`src/rtl/reg_file_master_pkg.sv`:
```
// reg_file_master_pkg: shared FSM encoding and default widths for the register-file master
package reg_file_master_pkg;
  localparam int DATA_W_DEF = 16;
  localparam int ADDR_W_DEF = 3;
  typedef enum logic [2:0] {IDLE, WR, RD_ISSUE, RD_WAIT, RSP} state_t;
endpackage

```
`src/rtl/reg_file_master.sv`:
```
// reg_file_master: turns host write/read-burst requests into register-file enables, one read beat per 3 cycles
module reg_file_master
  import reg_file_master_pkg::*;
#(
  parameter int DATA_W = DATA_W_DEF,
  parameter int ADDR_W = ADDR_W_DEF
) (
  input  logic              CLK,
  input  logic              RST,
  input  logic              req_valid,
  output logic              req_ready,
  input  logic              req_write,
  input  logic [ADDR_W-1:0] req_addr,
  input  logic [DATA_W-1:0] req_wdata,
  input  logic [ADDR_W-1:0] req_len,
  output logic              rsp_valid,
  input  logic              rsp_ready,
  output logic [DATA_W-1:0] rsp_rdata,
  output logic              rsp_last,
  output logic              RF_WrEn,
  output logic              RF_RdEn,
  output logic [ADDR_W-1:0] RF_Addr,
  output logic [DATA_W-1:0] RF_WrData,
  input  logic [DATA_W-1:0] RF_RdData
);
  state_t state, state_n;
  logic [ADDR_W-1:0] addr, addr_n, len, len_n, cnt, cnt_n, rf_addr_n;
  logic [DATA_W-1:0] rdata_n, wdata_n;
  logic ready_n, valid_n, last_n, wr_en_n, rd_en_n;
  // next state plus next value of every registered output; enables default to a one-cycle pulse
  always_comb begin
    state_n   = state;
    addr_n    = addr;
    len_n     = len;
    cnt_n     = cnt;
    rdata_n   = rsp_rdata;
    last_n    = rsp_last;
    valid_n   = 1'b0;
    wr_en_n   = 1'b0;
    rd_en_n   = 1'b0;
    rf_addr_n = RF_Addr;
    wdata_n   = RF_WrData;
    case (state)
      IDLE: if (req_valid && req_ready) begin
        addr_n    = req_addr;
        rf_addr_n = req_addr;
        cnt_n     = '0;
        if (req_write) begin
          state_n = WR;
          wr_en_n = 1'b1;
          wdata_n = req_wdata;
        end else begin
          state_n = RD_ISSUE;
          rd_en_n = 1'b1;
          len_n   = req_len;
        end
      end
      WR:       state_n = IDLE;
      RD_ISSUE: state_n = RD_WAIT;
      RD_WAIT: begin
        state_n = RSP;
        valid_n = 1'b1;
        rdata_n = RF_RdData;
        last_n  = (cnt == len);
      end
      RSP: if (rsp_ready) begin
        last_n = 1'b0;
        if (rsp_last) state_n = IDLE;
        else begin
          state_n   = RD_ISSUE;
          addr_n    = addr + 1'b1;
          rf_addr_n = addr + 1'b1;
          cnt_n     = cnt + 1'b1;
          rd_en_n   = 1'b1;
        end
      end else valid_n = 1'b1;
      default: state_n = IDLE;
    endcase
    ready_n = (state_n == IDLE);
  end
  // state register; reset aborts any transfer in progress
  always_ff @(posedge CLK or negedge RST) begin
    if (!RST) state <= IDLE;
    else state <= state_n;
  end
  // registered outputs and burst bookkeeping
  always_ff @(posedge CLK or negedge RST) begin
    if (!RST) begin
      addr      <= '0;
      len       <= '0;
      cnt       <= '0;
      req_ready <= 1'b0;
      rsp_valid <= 1'b0;
      rsp_rdata <= '0;
      rsp_last  <= 1'b0;
      RF_WrEn   <= 1'b0;
      RF_RdEn   <= 1'b0;
      RF_Addr   <= '0;
      RF_WrData <= '0;
    end else begin
      addr      <= addr_n;
      len       <= len_n;
      cnt       <= cnt_n;
      req_ready <= ready_n;
      rsp_valid <= valid_n;
      rsp_rdata <= rdata_n;
      rsp_last  <= last_n;
      RF_WrEn   <= wr_en_n;
      RF_RdEn   <= rd_en_n;
      RF_Addr   <= rf_addr_n;
      RF_WrData <= wdata_n;
    end
  end
endmodule

```
`config.mk`:
```
export PLATFORM = sky130hd
export DESIGN_NAME = reg_file_master
export DESIGN_NICKNAME = d
export VERILOG_FILES = /design/src/rtl/reg_file_master_pkg.sv /design/src/rtl/reg_file_master.sv
export SDC_FILE = /design/constraint.sdc
export NUM_CORES = 1
export LEC_CHECK = 0
export ABC_AREA = 1
export CAP_MARGIN = 20
export CORE_UTILIZATION = 30
export CTS_BUF_LIST = sky130_fd_sc_hd__clkbuf_2 sky130_fd_sc_hd__clkbuf_4 sky130_fd_sc_hd__clkbuf_8
export DETAILED_ROUTE_END_ITERATION = 8
export GPL_TIMING_DRIVEN = 1
export MAX_ROUTING_LAYER = met4
export REMOVE_ABC_BUFFERS = 1
export SLEW_MARGIN = 0
export SYNTH_ARGS = -nofsm -noshare
export SYNTH_HDL_FRONTEND = slang
export SYNTH_SLANG_ARGS = --single-unit
```
`constraint.sdc`:
```
create_clock -name CLK -period 2.2 [get_ports CLK]
set_input_delay 0.66 -clock CLK [delete_from_list [all_inputs] [get_ports CLK]]
set_output_delay 0.66 -clock CLK [all_outputs]
set_load 0.1 [all_outputs]
```
==> parameters.txt <==
Parameter                              Value

Run status
  Outcome ... complete, no violations

Synthesis
  Number of distinct library cells after synthesis ... 20
  Synthesized netlist cell count ... 245
  Number of flip-flops and latches in the synthesized netlist ... 49
  Part of the Yosys area used for sequential elements ... 0.580
  Total standard cell area after synthesis ... approximately 2100 sq um
  Syn Area/Cell ... around 8.6 sq um
  Number of warnings printed during yosys synthesis ... 0

Routing
  Drt first pass iters ... 4
  Number of vias per cell ... approximately 4.2
  Average wire per standard cell ... 10.8 um
  DRC violations left ... 0
  First DRT Iteration DRCs ... 53
  Wirelength, routed ... 4610 um
  Total number of vias ... 1815
  Antenna-violating nets left ... 0

Clock tree
  Clk Latency, worst-skew pair ... 290 ps
  TritonCTS clock tree ... built
  Sinks on Clock Net ... 49
  Number of instances resized during post-cts repair ... 0
  Maximum count of clock buffers along a single path ... 2
  CTS clk-pin slew, worst paths ... roughly 90 ps
  H-Tree Level Count ... 2
  CTS Buf Count ... 5
  Post-CTS setup buffer count ... 0
  Cell chosen for the clock root ... sky130_fd_sc_hd__clkbuf_8
  Post-CTS Hold Buffers ... 0

Placement
  Number of cells in the design after placement ... between 400 and 500
  Worst Setup Slack post-DPL ... 179 ps
  Quantity of I/O buffers inserted on ports ... 82
  Final RePlAce weighted congestion ... 0.731
  Dpl hpwl ... 3420 um

Floorplanning
  I/O pin count ... 83
  Die outline height ... roughly 86 um
  Rows ... 30
  Width of the chip ... 85.9 um
  Die area ... between 7000 and 8000 sq um
  Initial core utilization ... 0.311
  Area of the placeable core ... ~6800 sq um

GRT
  Pin count of the biggest net entering global routing ... 37
  Number of global-route vias before repair ... 1763
  Wire length of the first global-routing pass ... between 7000 and 8000 um
  GRT Total Usage ... 0.134
  Antenna violations before repair ... 0
  Remaining global-route overflow ... 0

STA
  Actual transition at the worst max-transition pin ... 599 ps
  Final setup violation count ... 0
  RSZ-0062 raised after global routing ... false
  Worst Skew ... 5.75 ps
  Final period demand of the worst path ... 1710 ps
  Hold_ws ... 320 ps
  Achievable Freq ... between 500 and 600 MHz
  Endpoints failing hold ... 0
  Share of the cycle needed by the critical path after routing ... 0.778
  Final max-slew violation count ... 0
  Minimum setup slack in the final design ... 489 ps
  Max-slew headroom at the worst pin ... 0.601
  Total negative slack ... 0 ps

Critical path
  Critical path peak fanout ... 18
  Kind of start point of the critical path ... input pin
  Cell with the largest stage delay on the worst path ... sky130_fd_sc_hd__clkdlybuf4s50_1
  Max incr delay on CP ... around 500 ps
  Most used cell along the critical path ... sky130_fd_sc_hd__nor2_1
  Worst EP required ... roughly 2400 ps
  Element type at the critical path end ... flop
  CP cell instances ... clkdlybuf4s50_1 > nand3_1 > buf_12 > nor2_8 > nor2_1 > nand2_1 > nor2_1
  Crit Path Class ... in -> reg
  Worst Path Arrival ... between 1500 and 2000 ps

Final layout
  Most frequent standard cell in the layout excluding fill and tap cells ... sky130_fd_sc_hd__nand2_1
  Commonest cells after routing, fill and taps aside ... sky130_fd_sc_hd__nand2_1, sky130_fd_sc_hd__dfrtp_1, sky130_fd_sc_hd__clkdlybuf4s50_1, sky130_fd_sc_hd__buf_4, sky130_fd_sc_hd__o21ai_0
  Area growth, synth to finish ... 46.5%
  Share of layout cells above drive strength 1 ... 0.184
  Number of standard cells in the final layout excluding fillers ... 428
  Filler cell count ... 686
  Net count of the finished layout ... between 300 and 400
  Diode insertion count for antenna repair ... 0

Job
  Maxcap violations ... 0

Hold path
  Path type of the worst min-delay path ... in -> async
[synthesized netlist by cell type, drive strengths merged]
cell    instances  area share
nand2          96        0.18
dfrtp          49        0.58
o21ai          36       0.085
inv            31       0.055
nand3          11       0.031
nor2           11       0.031
buf             5       0.015
ha              2       0.012
clkbuf          1      0.0024
nand3b          1      0.0036
nor3            1      0.0024
xor2            1      0.0041
[worst max-delay path, delay by kind of cell]
family	cells	cell delay [ps]
simple gates	5	560
buf+inv	2	680
[cell type report]
type	instances	area, sq um	area share
timing repair buffer	85	813	0.263
multi-input combinational	159	734	0.237
inverter	31	116	0.0376
clock buffer	6	76.3	0.0246
tap	96	120	0.0388
clock inverter	2	10.0	0.00323
sequential	49	1230	0.396
[per-stage QoR]
step,util,area [sq um]
floorplan,-,2080
global placement,0.443,3010
detailed placement,0.443,3010
CTS,0.456,3100
global route,0.456,3100
finish,0.456,3100
[kinds of logic (layout without fill, tap and decap cells)]
group,count (synthesis),after routing,share of synthesized area
compound gates,36,36,0.0853
xor+xnor,1,1,0.00415
fa+ha+maj,2,2,0.0118
buf+inv,37,124,0.0722
flops,49,49,0.580
simple gates,120,120,0.246
[flip-flops by register name (all words and copies together), names as in the netlist]
signal,cells
RF_RdEn,1
RF_WrData,16
RF_WrEn,1
addr,3
cnt,3
len,3
req_ready,1
rsp_last,1
rsp_rdata,16
rsp_valid,1
state,3
[routing by layer]
layer  global-route usage  up-vias  share of wire
met3               0.0318        5          0.048
met1                0.163      838           0.45
met2                0.225       45           0.50
met4               0.0318        0         0.0063
li1                     -      927              -
met5                    -        -              0
[path summary, 6_finish.rpt]
| kind | from | end | slack (ps) | cells after the start |
|---|---|---|---|---|
| worst max-delay path | req_write | req_ready | 490 | 7 |
| worst min-delay path | RST | RF_WrData[11] | 320 | 1 |
| worst max register to register | state[2] | req_ready | 610 | 6 |
| worst min register to register | rsp_rdata[1] | rsp_rdata[1] | 490 | 2 |
| max in group asynchronous | RST | rsp_rdata[0] | 1250 | 2 |
| min in group CLK | rsp_rdata[1] | rsp_rdata[1] | 490 | 2 |
Power is left out: the tool's default activity adds up to more than one toggle a clock period on the data nets, which glitch-free logic cannot reach.
